--- src/rtl/mem_port_arbiter.sv ---
// mem_port_arbiter
//   Shares one unified memory port between instruction fetch and the
//   load/store path. One access is in flight at a time; the m_* request is
//   latched on the grant edge and held until m_ready (or a timeout abort).
//   Read data is returned to the requesting port with a one-cycle done pulse.
// Ports
//   clk, rst_n                      clock, async active-low reset
//   if_req/if_addr                  fetch request (held until if_done)
//   if_rdata/if_done                fetched word, one-cycle completion pulse
//   d_req/d_we/d_addr/d_wdata/d_size data request (held until d_done)
//   d_rdata/d_done                  load data (0 on stores/aborts), completion pulse
//   m_valid/m_we/m_addr/m_wdata/m_size  memory request (stable until m_ready)
//   m_rdata/m_ready                 memory response
//   stall                           core-wide freeze while a request is pending
//   timeout_err                     sticky: an access was aborted
module mem_port_arbiter #(
  parameter int unsigned TIMEOUT = 255,
  parameter int unsigned CNT_W   = 16
) (
  input  logic        clk,
  input  logic        rst_n,
  input  logic        if_req,
  input  logic [31:0] if_addr,
  output logic [31:0] if_rdata,
  output logic        if_done,
  input  logic        d_req,
  input  logic        d_we,
  input  logic [31:0] d_addr,
  input  logic [31:0] d_wdata,
  input  logic [1:0]  d_size,
  output logic [31:0] d_rdata,
  output logic        d_done,
  output logic        m_valid,
  output logic        m_we,
  output logic [31:0] m_addr,
  output logic [31:0] m_wdata,
  output logic [1:0]  m_size,
  input  logic [31:0] m_rdata,
  input  logic        m_ready,
  output logic        stall,
  output logic        timeout_err
);

  localparam logic [1:0] S_IDLE  = 2'd0;
  localparam logic [1:0] S_FETCH = 2'd1;
  localparam logic [1:0] S_DATA  = 2'd2;

  localparam logic [CNT_W-1:0] TO_VAL = CNT_W'(TIMEOUT);

  logic [1:0]       state;
  logic             last_data;  // 1: most recent grant went to DATA
  logic [CNT_W-1:0] cnt;
  logic             if_elig;
  logic             d_elig;
  logic             grant_d;
  logic             grant_f;
  logic             timed_out;

  // A port whose done is showing this cycle is not eligible, so the
  // request the core is still holding is never granted a second time.
  assign if_elig = if_req & ~if_done;
  assign d_elig  = d_req  & ~d_done;

  // Ties go to the port that was not served last; reset value favours DATA.
  assign grant_d = d_elig  & (~if_elig | ~last_data);
  assign grant_f = if_elig & (~d_elig  |  last_data);

  assign timed_out = (TIMEOUT != 0) && (cnt == TO_VAL);

  assign stall = (if_req & ~if_done) | (d_req & ~d_done);

  always_ff @(posedge clk or negedge rst_n) begin
    if (!rst_n) begin
      state       <= S_IDLE;
      last_data   <= 1'b0;
      cnt         <= '0;
      m_valid     <= 1'b0;
      m_we        <= 1'b0;
      m_addr      <= '0;
      m_wdata     <= '0;
      m_size      <= '0;
      if_rdata    <= '0;
      if_done     <= 1'b0;
      d_rdata     <= '0;
      d_done      <= 1'b0;
      timeout_err <= 1'b0;
    end else begin
      if_done <= 1'b0;
      d_done  <= 1'b0;
      case (state)
        S_IDLE: begin
          if (grant_d) begin
            state     <= S_DATA;
            last_data <= 1'b1;
            cnt       <= '0;
            m_valid   <= 1'b1;
            m_we      <= d_we;
            m_addr    <= d_addr;
            m_wdata   <= d_wdata;
            m_size    <= d_size;
          end else if (grant_f) begin
            state     <= S_FETCH;
            last_data <= 1'b0;
            cnt       <= '0;
            m_valid   <= 1'b1;
            m_we      <= 1'b0;
            m_addr    <= if_addr;
            m_wdata   <= '0;
            m_size    <= '0;
          end
        end
        S_FETCH, S_DATA: begin
          // m_ready wins over a timeout landing in the same cycle.
          if (m_ready || timed_out) begin
            state   <= S_IDLE;
            m_valid <= 1'b0;
            if (state == S_FETCH) begin
              if_done  <= 1'b1;
              if_rdata <= m_ready ? m_rdata : '0;
            end else begin
              d_done  <= 1'b1;
              d_rdata <= (m_ready && !m_we) ? m_rdata : '0;
            end
            if (!m_ready) begin
              timeout_err <= 1'b1;
            end
          end else begin
            cnt <= cnt + 1'b1;
          end
        end
        default: begin
          state   <= S_IDLE;
          m_valid <= 1'b0;
        end
      endcase
    end
  end

endmodule

--- config.mk ---
export PLATFORM = sky130hd
export DESIGN_NAME = mem_port_arbiter
export DESIGN_NICKNAME = d
export VERILOG_FILES = /design/src/rtl/mem_port_arbiter.sv
export SDC_FILE = /design/constraint.sdc
export NUM_CORES = 1
export LEC_CHECK = 0
export CAP_MARGIN = 10
export CORE_MARGIN = 10
export CORE_UTILIZATION = 38
export DETAILED_ROUTE_END_ITERATION = 12
export PLACE_DENSITY_LB_ADDON = 0.12
export SLEW_MARGIN = 20
export SYNTH_ARGS = -nofsm -noshare
export SYNTH_HDL_FRONTEND = slang
export SYNTH_SLANG_ARGS = --single-unit
--- constraint.sdc ---
create_clock -name clk -period 2.05 [get_ports clk]
set_clock_uncertainty 0.15 [all_clocks]
set_input_delay 0.3075 -clock clk [delete_from_list [all_inputs] [get_ports clk]]
set_output_delay 0.3075 -clock clk [all_outputs]
set_load 0.01 [all_outputs]
==> metrics <==
status=complete, but fails checks; failing checks=negative setup slack; worst-path maximum fanout=16; Initial Utilization=about two fifths; Clock Latency Late Sink=between 0.4 and 0.5 ns; vias post-DR=approximately 5600; final net count=975; drt total wl=about 22000 µm; final instance count without filler cells=approximately 1100; die area=between 20000 and 25000 µm²; crit share post-route=101.2%; clk slew on worst S/H paths=about 0.06 ns; top cells by count, synth=dfrtp_1, a22o_1, nand2_1; share of the core filled with cells=between 60 and 70%; R2R Setup Slk=-0.02 ns; #FFs+latches synth=154; Hold WS=between 0.15 and 0.2 ns; syn_nets=between 600 and 700; PortBufs=about 270; largest net degree at the start of global routing=42; instance area at placement=slightly below 10000 µm²; RSZ-0062 raised after global routing=yes; Slew @ Worst Pin=approximately 0.48 ns; CP arrival=approximately 2.2 ns; share of layout cells above drive strength 1=14.49%; hold crit path type=in -> async; met2 wire length=around 11000 µm; MaxCap Viol Count=0; Lkg Pwr=4.682 nW; Post-Syn Area=roughly 6300 µm²; Die Ht=between 100 and 150 µm; CTS tree=done; syn_area_per_cell=12.37 µm²; total gr overflow=0; Max Used Layer=met4; register area share after synthesis=60.85%; DRT met1 WL=8331 µm; top cell type by total area after synthesis=dfrtp_1; met3 wire len=1797 µm; most instantiated library cell after synthesis=dfrtp_1; final count of hold timing violations=0; Synth Flop Type=dfrtp_1; vias in the first global route=6183; startpoint class of the critical path=register; Num CTS Buffers=17; clock root buffer=clkbuf_16; fin worst setup slack=-0.02481 ns; post-route minimum period=2.075 ns; clock buffer depth=2; setup slack after placement=-0.2848 ns; Sink Count=about 150; power per standard cell area=between 1500 and 2000 nW/µm²; Slew Limit Fails=0; Residual DRC=0; post-route ant nets=0; DR iter-0 viols=approximately 330; Slew HR=between 60% and 70%; initial antenna violation count=1; CP required=approximately 2.2 ns; Final Cell Area=~11000 µm²; placed insts=approximately 1000; Routed WL per cell=~21 µm; core box area=16470 µm²; post-DP HPWL=around 16000 µm; largest cells by area after synthesis=dfrtp_1, a22o_1, mux2i_1, nand2_1, o21ai_0; area grow syn2layout=66.12%; Async SR Flop Fraction=100.0%; Yosys top cell area share=roughly three fifths; FMAX=between 0.4 and 0.5 GHz; GP Congestion=0.8100; Worst setup EP type=register; std cell rows=47; chip width=149.1 µm; CP Class=reg -> reg; gr usage total=19.52%; peak supply drop=0.6860 mV; top-level I/O count=~270; number of H-tree levels=4; final setup vio count=20; drt pass-1 iters=5; number of synthesized flops with an enable pin=0; Design Power=between 15 and 20 mW; cells after synthesis=512; Ys Warns=0; vias per cell=5.223; Yosys cell types=51; first-pass GRT wire length=~34000 µm; TNS Setup=-0.3124 ns
-- state kept, by name (all words and copies together) (netlist names), 2 cells and up --
register	flops
cnt	16
d_rdata	32
if_rdata	32
m_addr	32
m_size	2
m_wdata	32
state	2
-- where the power goes --
part	internal, mW	switching [mW]
sequential	4.32	0.742
combinational	4.20	3.39
clock	1.93	1.28
total	10.5	5.41
-- timing repair --
action | 4_1_cts | 5_1_grt
gates resized for setup | 4 | 12
endpoints found under the setup margin | 7 | 43
hold buffers | 1 | 0
endpoints found under the hold margin | 129 | 0
pin swaps | 0 | 13
buffers inserted | 0 | 3
cloned | 0 | 2
-- worst max-delay path, stage by stage, from the launching register on --
cell and delay [ns]:
dfrtp_1 0.41, nor4_4 0.33, and4bb_2 0.36, o211ai_1 0.12, buf_4 0.19, buf_12 0.16
a22o_1 0.23
-- cell families (layout without fill, tap and decap cells) --
kind of cell | Yosys count | after routing | share of synthesized area [%]
simple gates | 98 | 98 | 8.179
other cells | 0 | 1 | 0
compound gates | 176 | 176 | 21.51
mux | 34 | 34 | 5.373
buf+inv | 47 | 384 | 3.497
fa+ha+maj | 3 | 3 | 0.5927
flops | 154 | 154 | 60.85
-- path summary, 6_finish.rpt --
path                       startpoint         end  depth (start not counted)
max in group asynchronous       rst_n  m_wdata[6]                          3
min                             rst_n      cnt[0]                          2
min reg2reg                m_addr[17]  m_addr[17]                          2
max reg2reg                   cnt[14]  d_rdata[7]                          6
min in group clk           m_addr[17]  m_addr[17]                          2
max                           cnt[14]  d_rdata[7]                          6
-- cell type report --
cell class              instances  area [µm²]
diodes                          1       2.502
clock buffers                  20       436.7
clock inverters                12       165.2
fillers                      1302        5944
inverters                      13       48.80
multi-input cells             311        2367
flip-flops and latches        154        3854
well taps                     220       275.3
repair buffers                339        3372
-- routing by layer --
| metal | up-vias | track usage (%) |
|---|---|---|
| met5 | - | 0 |
| met4 | 0 | 7.949 |
| met3 | 46 | 7.888 |
| met2 | 189 | 33.23 |
| met1 | 2776 | 21.20 |
| li1 | 2578 | - |
-- layout by cell type, fill, tap and decap left out, types with 4 or more instances in the layout --
cell / n
inv_1: 11
clkdlybuf4s50_1: 269
a31oi_1: 8
o21ai_1: 12
nor2_1: 5
nand2_1: 46
clkinv_4: 4
buf_12: 10
mux2i_1: 34
buf_4: 55
dfrtp_1: 154
nand3_1: 7
nor3_1: 6
nand4_1: 7
a22o_1: 101
clkbuf_16: 18
o21ai_0: 25
Power figures use the tool's default switching activity.
